$ cat src/rtl/libv_csa_acc.sv
// rtl/libv_csa_acc.sv - carry-save burst accumulator with chunked carry-propagate resolve
// Folds (sum, carry) beats through a 4:2 compressor, then resolves K bits per cycle.
module libv_csa_acc #(
  parameter int W = 32,
  parameter int K = 8
) (
  input  logic         clk,
  input  logic         arst_n,
  input  logic         in_vld,
  input  logic [W-1:0] in_s,
  input  logic [W-1:0] in_c,
  input  logic         in_last,
  output logic         in_rdy,
  output logic         out_vld,
  output logic [W-1:0] out_sum,
  input  logic         out_rdy,
  output logic         busy
);

  localparam int NCH = W / K;
  localparam int IW  = (NCH > 1) ? $clog2(NCH) : 1;
  localparam logic [IW-1:0] LAST_IDX = IW'(NCH - 1);

  generate
    if ((K < 1) || ((W % K) != 0)) begin : g_bad_k
      $error("libv_csa_acc: W must be a non-zero multiple of K");
    end
  endgenerate

  typedef enum logic [1:0] {
    ST_ACC     = 2'd0,
    ST_RESOLVE = 2'd1,
    ST_OUT     = 2'd2
  } state_e;

  state_e        state_q, state_d;
  logic [W-1:0]  acc_s_q, acc_s_d;
  logic [W-1:0]  acc_c_q, acc_c_d;
  logic [W-1:0]  res_q, res_d;
  logic [IW-1:0] idx_q, idx_d;
  logic          cy_q, cy_d;

  // Two cascaded 3:2 rows; each carry row drops its MSB so arithmetic stays mod 2^W.
  logic [W-1:0] r1_s, r1_maj, r1_c;
  logic [W-1:0] r2_s, r2_maj, r2_c;

  assign r1_s   = acc_s_q ^ acc_c_q ^ in_s;
  assign r1_maj = (acc_s_q & acc_c_q) | (acc_s_q & in_s) | (acc_c_q & in_s);
  assign r1_c   = {r1_maj[W-2:0], 1'b0};

  assign r2_s   = r1_s ^ r1_c ^ in_c;
  assign r2_maj = (r1_s & r1_c) | (r1_s & in_c) | (r1_c & in_c);
  assign r2_c   = {r2_maj[W-2:0], 1'b0};

  int           ch_base;
  logic [K-1:0] ch_s, ch_c;
  logic [K:0]   ch_sum;

  assign ch_base = int'(idx_q) * K;
  assign ch_s    = acc_s_q[ch_base +: K];
  assign ch_c    = acc_c_q[ch_base +: K];
  assign ch_sum  = {1'b0, ch_s} + {1'b0, ch_c} + {{K{1'b0}}, cy_q};

  always_comb begin
    state_d = state_q;
    acc_s_d = acc_s_q;
    acc_c_d = acc_c_q;
    res_d   = res_q;
    idx_d   = idx_q;
    cy_d    = cy_q;
    case (state_q)
      ST_ACC: begin
        if (in_vld) begin
          acc_s_d = r2_s;
          acc_c_d = r2_c;
          if (in_last) begin
            state_d = ST_RESOLVE;
            idx_d   = '0;
            cy_d    = 1'b0;
          end
        end
      end
      ST_RESOLVE: begin
        res_d[ch_base +: K] = ch_sum[K-1:0];
        if (idx_q == LAST_IDX) begin
          // The carry out of the top chunk falls outside mod 2^W and is dropped.
          state_d = ST_OUT;
          cy_d    = 1'b0;
        end else begin
          idx_d = idx_q + IW'(1);
          cy_d  = ch_sum[K];
        end
      end
      ST_OUT: begin
        if (out_rdy) begin
          state_d = ST_ACC;
          acc_s_d = '0;
          acc_c_d = '0;
          res_d   = '0;
          idx_d   = '0;
          cy_d    = 1'b0;
        end
      end
      default: begin
        state_d = ST_ACC;
      end
    endcase
  end

  always_ff @(posedge clk or negedge arst_n) begin
    if (!arst_n) begin
      state_q <= ST_ACC;
      acc_s_q <= '0;
      acc_c_q <= '0;
      res_q   <= '0;
      idx_q   <= '0;
      cy_q    <= 1'b0;
    end else begin
      state_q <= state_d;
      acc_s_q <= acc_s_d;
      acc_c_q <= acc_c_d;
      res_q   <= res_d;
      idx_q   <= idx_d;
      cy_q    <= cy_d;
    end
  end

  assign in_rdy  = (state_q == ST_ACC);
  assign out_vld = (state_q == ST_OUT);
  assign busy    = (state_q != ST_ACC);
  assign out_sum = res_q;

endmodule

$ cat config.mk
export PLATFORM = sky130hd
export DESIGN_NAME = libv_csa_acc
export DESIGN_NICKNAME = d
export VERILOG_FILES = /design/src/rtl/libv_csa_acc.sv
export SDC_FILE = /design/constraint.sdc
export NUM_CORES = 1
export LEC_CHECK = 0
export BUFFER_PORTS_ARGS = -buffer_cell sky130_fd_sc_hd__buf_2
export CAP_MARGIN = 30
export CORE_MARGIN = 4
export CORE_UTILIZATION = 40
export CTS_CLUSTER_DIAMETER = 60
export DETAILED_ROUTE_END_ITERATION = 6
export PLACE_DENSITY = 0.62
export SLEW_MARGIN = 20
export SYNTH_ARGS = -nofsm -noshare
export SYNTH_HDL_FRONTEND = slang
export SYNTH_SLANG_ARGS = --single-unit
$ cat constraint.sdc
create_clock -name clk -period 3.3 [get_ports clk]
set_input_delay 0.66 -clock clk [delete_from_list [all_inputs] [get_ports clk]]
set_output_delay 0.66 -clock clk [all_outputs]
set_load 0.005 [all_outputs]
==> qor.csv, run 1 <==
stage,metric,value,unit
drt,residual DRC count,0,
synth,Mapped Avg Cell Area,14.2,µm²
setup_path,"Arr. time, crit path",3040,ps
drt,routed via count,3793,
layout,layout cells sized above 1,30.2,%
setup_path,slowest CP cell,o311ai_1,
layout,Fill cells,1222,
cts,post-CTS setup buffers,0,
layout,nets,643,
cts,Post-CTS Resized,0,
drt,routed len/inst,20.8,µm
synth,Synth cell types,40,
setup_path,Crit Path Class,reg -> reg,
floorplan,Core Region,13900,µm²
global_route,first-pass GRT wire length,22800,µm
synth,Syn. warnings,0,
sta,Fmax,354,MHz
placement,post-detail-place hpwl,11200,µm
sta,Final min period,2830,ps
global_route,GRT Resource Usage Total,18.4,%
pwr,power share of the clock group,14.5,%
pwr,P_int,4.37,mW
setup_path,Worst setup SP type,register,
cts,"CTS clk-pin slew, worst paths",70,ps
global_route,vias in the first global route,4150,
sta,Worst-Margin Slew,781,ps
setup_path,Worst path max stage delay,560,ps
floorplan,Initial Util,41.1,%
synth,total nets after synthesis,546,
cts,CTS max path bufs,2,
synth,area share of the largest cell type after synthesis,43.7,%
sta,RSZ-0062 raised after global routing,no,
setup_path,CP max FO,25,
sta,fin crit share,85.7,%
outcome,outcome,"finished, final reports clean",
cts,CTS tree,done,
synth,Post-synth EDFFs,0,
placement,placed cells,668,
sta,final setup TNS,0,ps
pwr,Max VDD drop,0.000416,V
pwr,switch share,42.7,%
setup_path,required time at the worst-slack endpoint,3510,ps
drt,Post-Route WL,14200,µm
floorplan,FP Rows,43,
global_route,initial antenna violation count,0,
synth,mapped cell area,5730,µm²
setup_path,r2r startpoint,idx_q[0],
layout,Non-Filler Instances,684,
setup_path,sequence of cells on the critical path,buf_12 -> mux4_2 -> ha_1 -> a21oi_1 -> o21ai_1 -> o311ai_1 -> o21ai_0,
pwr,PwrDens,1130,nW/µm²
global_route,grt total ovfl,0,
sta,skew final,8.96,ps
synth,Synth area leaders,"dfrtp_1 (44%), fa_1 (22%), a22o_1 (13%)",
global_route,largest net degree at the start of global routing,64,
worst_hold_path,Hold Crit Class,in -> async,
floorplan,die height,128,µm
setup_path,Critical Path Sink Type,register,
setup_path,RR Endpoint,out_sum[15],
cts,H-tree Lvls,3,
drt,Routed Antenna Nets,0,
setup_path,reg2reg path depth,7,
setup_path,crit-path leading delay family,compound AO/OA/AOI/OAI gates,
sta,slew margin rel.,47.9,%
setup_path,WP buf/inv,1,
synth,"FF+latch count, synth",100,
setup_path,R2R setup slack,470,ps
cts,worst-skew pair later-pin latency,360,ps
synth,Post-Syn Instances,402,
sta,Final Worst Setup Slack,473,ps
floorplan,chip width,128,µm
drt,drt initial violations,256,
synth,top_reg_cell synth,dfrtp_1,
pwr,Comb pwr share,54.5,%
sta,# setup viols final,0,
drt,routed vias/inst,5.55,
layout,antenna fix cells,0,
cts,Num Clock Sinks,100,
drt,1st-pass router iterations,4,
pwr,sequential power share,31.0,%
floorplan,num ports,104,
synth,Async SR Flop Fraction,100,%
floorplan,die area,16300,µm²
synth,Synth area leader,dfrtp_1,
cts,cts-stage hold buffer count,0,
synth,"Seq/Total Area, Yosys",43.7,%
flow_run,max_cap viols,0,
sta,Final Hold Fails,0,
layout,Syn-to-layout area delta,17.9,%
placement,Final Wtd Congestion,0.914,
placement,DP Worst Slack,536,ps
cts,clock root cell,clkbuf_16,
placement,Port Buffer Count,103,
pwr,Switch Pwr,3.25,mW
sta,"Slew Viols, Final",0,
pwr,leakage power,3.24,nW
cts,Num CTS Buffers,9,
worst register-to-register path, stage by stage (launching register included):
cell	delay [ps]
dfrtp_1	410
buf_12	220
mux4_2	540
ha_1	370
a21oi_1	240
o21ai_1	160
o311ai_1	560
o21ai_0	170
area by class of cell:
type	instances	area, µm²	area share, %
clock buffers	11	253	3.74
clock inverters	5	60.1	0.890
inverters	12	45.0	0.667
multi-input cells	267	3080	45.6
flip-flops and latches	100	2500	37.1
well taps	180	225	3.34
repair buffers	109	588	8.71
synthesized netlist by cell type (3+ instances only):
master and n:
dfrtp_1 100, a22o_1 84, fa_1 62, o21ai_0 16, mux4_2 15, nand2_1 15
ha_1 13, inv_1 12, clkbuf_1 11, nor2_1 10, buf_2 8, xnor2_1 6
a21oi_1 4, a21oi_2 4, a21o_1 3, nand4_1 3, nor2b_1 3, o21ai_1 3
state kept, by name (all words and copies together) (netlist names):
signal   count
out_sum     32
acc_c_q     31
idx_q        2
state_q      2
cy_q         1
acc_s_q     32
kinds of logic after synthesis:
family,synth area share [%]
flip-flops,43.7
AND/OR/NAND/NOR,4.39
XOR/XNOR,1.22
AO/OA/AOI/OAI,16.9
adder cells (fa/ha/maj),24.5
buffers and inverters,2.60
multiplexers,6.64
power groups by stage:
| stage | sequential, mW | clock (mW) | combinational (mW) |
|---|---|---|---|
| 2_1_floorplan | 2.14 | 0 | 3.06 |
| 3_3_place_gp | 2.37 | 0 | 3.97 |
| 3_5_place_dp | 2.38 | 0 | 4.16 |
| 4_1_cts | 2.36 | 1.12 | 4.19 |
| 5_1_grt | 2.43 | 1.17 | 4.67 |
| 6_report | 2.36 | 1.10 | 4.15 |
through the flow:
step,hold slack [ps],total power [mW],util [%],area (µm²)
after detailed placement,474,6.55,46.2,6440
after floorplan,364,5.21,-,5730
final,323,7.62,48.4,6750
after CTS,353,7.68,48.4,6750
after global placement,462,6.35,46.2,6440
after global routing,360,8.27,48.4,6750
layout by cell type, fill, tap and decap left out, types with 2 or more instances in the layout:
cell type,instances
nand3_1,2
nor2_1,10
nand2_1,15
clkinv_4,2
a21oi_2,4
ha_1,13
clkbuf_8,2
nor2b_1,3
mux2i_1,2
buf_4,5
mux2_2,2
inv_1,12
dfrtp_1,100
a22o_1,84
fa_1,62
o21ai_1,3
a21oi_1,4
o21ai_0,16
buf_12,2
xor2_1,2
clkbuf_16,9
and3_1,2
nor4b_4,2
mux4_2,15
xnor2_1,6
nand4_1,3
buf_2,102
a21o_1,3
layer usage:
| metal | vias to the layer above | GRT usage, % | share of wire (%) |
|---|---|---|---|
| li1 | 1678 | - | - |
| met1 | 1991 | 24.3 | 42 |
| met2 | 102 | 29.9 | 50 |
| met3 | 22 | 4.64 | 5.1 |
| met4 | 0 | 6.55 | 2.8 |
| met5 | - | 0 | 0 |
how the worst max path moves through the flow:
| stage | from | end | slack [ps] | cells past startpoint |
|---|---|---|---|---|
| CTS | idx_q[0] | out_sum[15] | 520 | 7 |
| detailed placement | idx_q[0] | out_sum[15] | 540 | 7 |
| finish | idx_q[0] | out_sum[15] | 470 | 7 |
| floorplan | idx_q[0] | out_sum[30] | 310 | 11 |
| global route | idx_q[0] | out_sum[15] | 340 | 7 |
| global placement | idx_q[0] | out_sum[15] | 610 | 7 |
No activity file was read; power rests on OpenSTA's default activity.
==> inputs of run 2 (changes only) <==
==> constraint.sdc (replaced) <==
create_clock -name clk -period 2.9 [get_ports clk]
set_input_delay 0.58 -clock clk [delete_from_list [all_inputs] [get_ports clk]]
set_output_delay 0.58 -clock clk [all_outputs]
set_load 0.005 [all_outputs]
==> run 2 against run 1 <==
Global-route usage shrank 0.16 points. Count of clock-buffer cells in the layout decreased by 1. Sequential share of layout area down 0.41 points. Cell area is 1.1% higher. Critical path depth is 2 higher. Wire length down 0.22%. Combinational power rose by 15%. Register-to-register slack worse by 300 ps. Clock power up 35%. Sequential power grew 13%. Hold slack worse by 67 ps.
==> qor.csv, run 2 (same netlist as run 1, synthesis figures left out) <==
stage,metric,value,unit,change
outcome,outcome,"finished, final reports clean",,
pwr,leakage power,3.27,nW,+0.94%
layout,antenna fix cells,0,,unchanged
worst_hold_path,Hold Crit Class,in -> async,,
global_route,largest net degree at the start of global routing,62,,-3.1%
setup_path,Crit Path Class,reg -> reg,,
sta,"Slew Viols, Final",0,,unchanged
layout,Non-Filler Instances,686,,+0.29%
pwr,sequential power share,29.9,%,-1.1 points
setup_path,"Arr. time, crit path",2960,ps,-80 ps
sta,Final Worst Setup Slack,173,ps,-300 ps
cts,CTS max path bufs,2,,unchanged
floorplan,die area,16300,µm²,unchanged
global_route,GRT Resource Usage Total,18.3,%,-0.16 points
sta,# setup viols final,0,,unchanged
drt,Routed Antenna Nets,0,,unchanged
layout,fin util,49.0,%,+0.54 points
layout,"commonest non-fill, non-tap cell in the layout",buf_2,,
sta,Final min period,2730,ps,-99.9 ps
cts,H-tree Lvls,3,,unchanged
sta,skew final,5.10,ps,-3.87 ps
layout,Syn-to-layout area delta,19.2,%,
pwr,Max VDD drop,0.000512,V,+23%
placement,Port Buffer Count,103,,unchanged
cts,"CTS clk-pin slew, worst paths",70,ps,about the same
pwr,Comb pwr share,53.5,%,-1.0 points
setup_path,Critical Path Sink Type,register,,
floorplan,FP Rows,43,,unchanged
floorplan,die height,128,µm,unchanged
global_route,initial antenna violation count,0,,unchanged
placement,Final Wtd Congestion,0.901,,-1.4%
placement,placed cell area,6440,µm²,about the same
layout,nets,645,,+0.31%
drt,routed len/inst,20.6,µm,-0.51%
layout,post-route cell area,6820,µm²,+1.1%
drt,routed via count,3788,,-0.13%
sta,fin crit share,94.0,%,+8.4 points
cts,worst-skew pair later-pin latency,340,ps,-20 ps
placement,placed cells,670,,+0.30%
pwr,P_int,5.26,mW,+20%
drt,residual DRC count,0,,unchanged
drt,Post-Route WL,14200,µm,-0.22%
floorplan,Initial Util,41.1,%,unchanged
setup_path,required time at the worst-slack endpoint,3130,ps,-380 ps
sta,final setup TNS,0,ps,unchanged
floorplan,Core Region,13900,µm²,unchanged
pwr,switch share,41.0,%,-1.7 points
layout,"commonest non-fill, non-tap cells in the layout","buf_2 (102), dfrtp_1 (100), a22o_1 (84)",,
floorplan,num ports,104,,unchanged
sta,RSZ-0062 raised after global routing,no,,
global_route,vias in the first global route,4024,,-3.0%
global_route,grt total ovfl,0,,unchanged
drt,1st-pass router iterations,4,,unchanged
drt,routed vias/inst,5.52,,-0.42%
cts,Num CTS Buffers,9,,unchanged
cts,CTS tree,done,,
sta,Final Hold Fails,0,,unchanged
setup_path,Worst setup SP type,register,,
sta,Fmax,367,MHz,+3.7%
sta,Worst-Margin Slew,927,ps,+146 ps
pwr,PwrDens,1310,nW/µm²,+16%
pwr,Switch Pwr,3.65,mW,+12%
cts,Num Clock Sinks,100,,unchanged
floorplan,chip width,128,µm,unchanged
placement,DP Worst Slack,153,ps,-383 ps
cts,clock root cell,clkbuf_16,,
setup_path,CP max FO,4,,-84%
flow_run,max_cap viols,0,,unchanged
placement,post-detail-place hpwl,11100,µm,-0.48%
global_route,first-pass GRT wire length,22900,µm,+0.21%
layout,layout cells sized above 1,30.6,%,+0.47 points
sta,slew margin rel.,38.2,%,-9.7 points
pwr,power share of the clock group,16.6,%,+2.1 points
drt,drt initial violations,241,,-5.9%
[run 2: metrics by stage]
step                      power, mW  hold slack [ps]
after detailed placement       7.46              470
final                          8.91              256
after global placement         7.28              461
after floorplan                5.93              284
after global routing           9.70              314
after CTS                      8.97              281
[run 2: power groups by stage]
stage	sequential, mW	clock, mW	combinational (mW)
floorplan	2.44	0	3.49
global placement	2.68	0	4.59
detailed placement	2.69	0	4.77
CTS	2.68	1.49	4.80
global route	2.75	1.56	5.40
finish	2.66	1.48	4.77
[run 2: repair_timing]
item | 4_1_cts | 5_1_grt
hold buffers | 0 | 0
setup endpoints to repair | 0 | 8
setup buffers | 0 | 0
resized for setup | 0 | 2
[run 2: path summary, 6_finish.rpt]
kind                             start     endpoint  slack [ps]  cells past startpoint
max                           idx_q[0]  out_sum[30]         170                      9
min                             arst_n   out_sum[7]         260                      1
min reg2reg                out_sum[17]  out_sum[17]         480                      2
min in group clk               out_rdy   state_q[1]         470                      2
max in group asynchronous       arst_n   acc_c_q[3]        1940                      2
max reg2reg                   idx_q[0]  out_sum[30]         170                      9
[run 2: layer usage]
layer / vias to the layer above / global-route usage, % / wire length [µm]
li1: 1683 / - / -
met1: 1955 / 24.4 / 5760
met2: 129 / 30.8 / 7150
met3: 21 / 3.76 / 907
met4: 0 / 4.68 / 342
met5: - / 0 / 0
[run 2: area by class of cell]
| type | instances | area (µm²) |
|---|---|---|
| Fill cell | 1237 | 7110 |
| Multi-Input combinational cell | 267 | 3080 |
| Sequential cell | 100 | 2500 |
| Timing Repair Buffer | 111 | 594 |
| Clock buffer | 10 | 239 |
| Tap cell | 180 | 225 |
| Clock inverter | 6 | 135 |
| Inverter | 12 | 45.0 |
[run 2: critical path, cell delays in order (launching register included)]
cell	delay, ps
dfrtp_1	400
mux4_2	530
fa_1	450
inv_1	90
fa_1	200
inv_1	40
a21o_1	200
a211oi_2	280
xnor2_1	170
a22o_1	250
==> inputs of run 3 (changes only) <==
--- a/config.mk
+++ b/config.mk
@@ -8,10 +8,10 @@
 export BUFFER_PORTS_ARGS = -buffer_cell sky130_fd_sc_hd__buf_2
 export CAP_MARGIN = 30
 export CORE_MARGIN = 4
-export CORE_UTILIZATION = 40
+export CORE_UTILIZATION = 56
 export CTS_CLUSTER_DIAMETER = 60
 export DETAILED_ROUTE_END_ITERATION = 6
-export PLACE_DENSITY = 0.62
+export PLACE_DENSITY = 0.81
 export SLEW_MARGIN = 20
 export SYNTH_ARGS = -nofsm -noshare
 export SYNTH_HDL_FRONTEND = slang
==> run 3 against run 2 <==
Utilization up 18 points. Hold slack better by 150 ps. Combinational power up 1%. Maximum frequency down 0.68%. Non-clock buffer count up 2. Setup slack worse by 19 ps. Clock skew up 14 ps. Die area down 27%. Sequential share of layout area up 1.0 points. First-iteration DRC count up 68%. Sequential cell count unchanged. Cell area down 2.8%. Largest cell class unchanged. Largest power group unchanged.
==> qor.csv, run 3 (same netlist as run 1, synthesis figures left out) <==
stage,metric,value,unit,change
layout,fin util,67.3,%,+18 points
floorplan,chip width,109,µm,-15%
global_route,vias in the first global route,4170,,+3.6%
cts,CTS tree,done,,
placement,post-detail-place hpwl,10700,µm,-3.3%
global_route,GR Util met1,34.0,%,+9.6 points
drt,Routed Antenna Nets,0,,unchanged
sta,Fmax,364,MHz,-0.68%
layout,post-route cell area,6640,µm²,-2.8%
pwr,PwrDens,1270,nW/µm²,-2.8%
setup_path,reg2reg path depth,11,,+2
layout,"commonest non-fill, non-tap cell in the layout",buf_2,,
floorplan,die area,11900,µm²,-27%
sta,Final min period,2750,ps,+18.8 ps
setup_path,"Arr. time, crit path",3070,ps,+110 ps
layout,Multi-input gate area,3090,µm²,+0.24%
drt,1st-pass router iterations,5,,+1
placement,placed cells,624,,-6.9%
sta,"Slew Viols, Final",0,,unchanged
placement,placed cell area,6400,µm²,-0.60%
drt,drt initial violations,405,,+68%
sta,Worst-Margin Slew,653,ps,-274 ps
cts,clock root cell,clkbuf_8,,
layout,"commonest non-fill, non-tap cells in the layout","buf_2 (102), dfrtp_1 (100), a22o_1 (84)",,
sta,slew margin rel.,56.5,%,+18 points
drt,routed via count,3848,,+1.6%
global_route,gr busiest metal,met2,,
setup_path,Crit Path Class,reg -> reg,,
cts,CTS max path bufs,2,,unchanged
global_route,largest net degree at the start of global routing,62,,unchanged
cts,Num Clock Sinks,100,,unchanged
global_route,GRT Resource Usage Total,25.3,%,+7.0 points
drt,Post-Route WL,13700,µm,-3.5%
pwr,Final Power,8.42,mW,-5.5%
drt,residual DRC count,0,,unchanged
placement,Port Buffer Count,103,,unchanged
flow_run,max_cap viols,0,,unchanged
placement,Final Wtd Congestion,0.994,,+10%
layout,Fill cells,704,,-43%
layout,nets,647,,+0.31%
setup_path,Critical Path Sink Type,register,,
pwr,Max VDD drop,0.000548,V,+7.0%
global_route,M3 GR Usage,4.38,%,+0.62 points
sta,fin crit share,94.7,%,+0.65 points
sta,# setup viols final,0,,unchanged
floorplan,FP Rows,36,,-16%
cts,"CTS clk-pin slew, worst paths",110,ps,+40 ps
floorplan,num ports,104,,unchanged
drt,routed vias/inst,6.00,,+8.7%
global_route,grt total ovfl,0,,unchanged
setup_path,Worst setup SP type,register,,
worst_hold_path,Hold Crit Class,in -> reg,,
pwr,leakage power,3.22,nW,-1.6%
floorplan,die height,109,µm,-15%
floorplan,Core Region,9860,µm²,-29%
layout,Syn-to-layout area delta,15.9,%,
setup_path,required time at the worst-slack endpoint,3220,ps,+90 ps
global_route,first-pass GRT wire length,22400,µm,-2.0%
global_route,global routing usage on met2,41.2,%,+10 points
cts,H-tree Lvls,3,,unchanged
layout,layout cells sized above 1,30.7,%,+0.076 points
worst_hold_path,hold path depth,2,,
sta,skew final,19.1,ps,+14.0 ps
sta,RSZ-0062 raised after global routing,yes,,
layout,antenna fix cells,0,,unchanged
drt,routed len/inst,21.3,µm,+3.2%
layout,Reg area,2500,µm²,unchanged
cts,Num CTS Buffers,9,,unchanged
layout,Non-Filler Instances,641,,-6.6%
outcome,outcome,"finished, final reports clean",,
cts,worst-skew pair later-pin latency,380,ps,+40 ps
cts,post-CTS setup buffers,0,,unchanged
global_route,initial antenna violation count,0,,unchanged
floorplan,Initial Util,58.0,%,+17 points
setup_path,CP max FO,11,,+7
sta,Final Hold Fails,0,,unchanged
## run 3: changes by cell type in the layout (fill, tap and decap cells not counted), sizes merged
cell,change
inv,+4
clkbuf,-1
clkinvlp,-2
clkinv,+3
dlygate4sd3,+1
buf,+1
bufinv,-4
## run 3: worst max-delay path: stages, from the launching register on
cell and delay (ps):
dfrtp_1 420, buf_4 200, mux2i_1 140, o21ai_0 220, fa_1 260, inv_1 60
fa_1 400, inv_1 70, a21o_1 170, a21oi_1 100, xnor2_1 430, a22o_1 220
## run 3: report_power, final
part	total [mW]	internal (mW)	leakage (nW)	switching [mW]
Clock	0.917	0.349	0.105	0.567
Sequential	2.66	1.99	1.30	0.671
Combinational	4.84	2.32	1.81	2.52
## run 3: repair_timing
| action | 4_1_cts | 5_1_grt |
|---|---|---|
| resized for setup | 0 | 2 |
| endpoints found under the setup margin | 0 | 8 |
| endpoints found under the hold margin | 0 | 1 |
| hold buffers | 0 | 1 |
## run 3: final cells by class
type	count	area share [%]
multi-input cells	267	46.6
flip-flops and latches	100	37.7
repair buffers	113	9.35
well taps	133	2.51
clock buffers	9	1.87
clock inverters	7	1.30
inverters	12	0.679
## run 3: through the flow
stage / hold slack (ps) / TNS, ps / setup WS [ps]
final: 407 / 0 / 154
after CTS: 4.80 / 0 / 80.1
after global routing: 417 / -38.0 / -21.8
after detailed placement: 421 / 0 / 101
after global placement: 420 / 0 / 196
after floorplan: 284 / 0 / 41.5
## run 3: layer usage
layer	share of wire, %	vias up
met5	0	-
met4	3.0	0
met3	5.5	27
met2	52	134
met1	39	1996
li1	-	1691
## run 3: worst paths after layout
kind	end	start	slack, ps
worst max-delay path	out_sum[20]	idx_q[0]	150
worst min-delay path	state_q[1]	out_rdy	410
worst max register to register	out_sum[20]	idx_q[0]	150
worst min register to register	out_sum[9]	out_sum[9]	490
max in group asynchronous	acc_s_q[24]	arst_n	1620
min in group asynchronous	out_sum[7]	arst_n	550
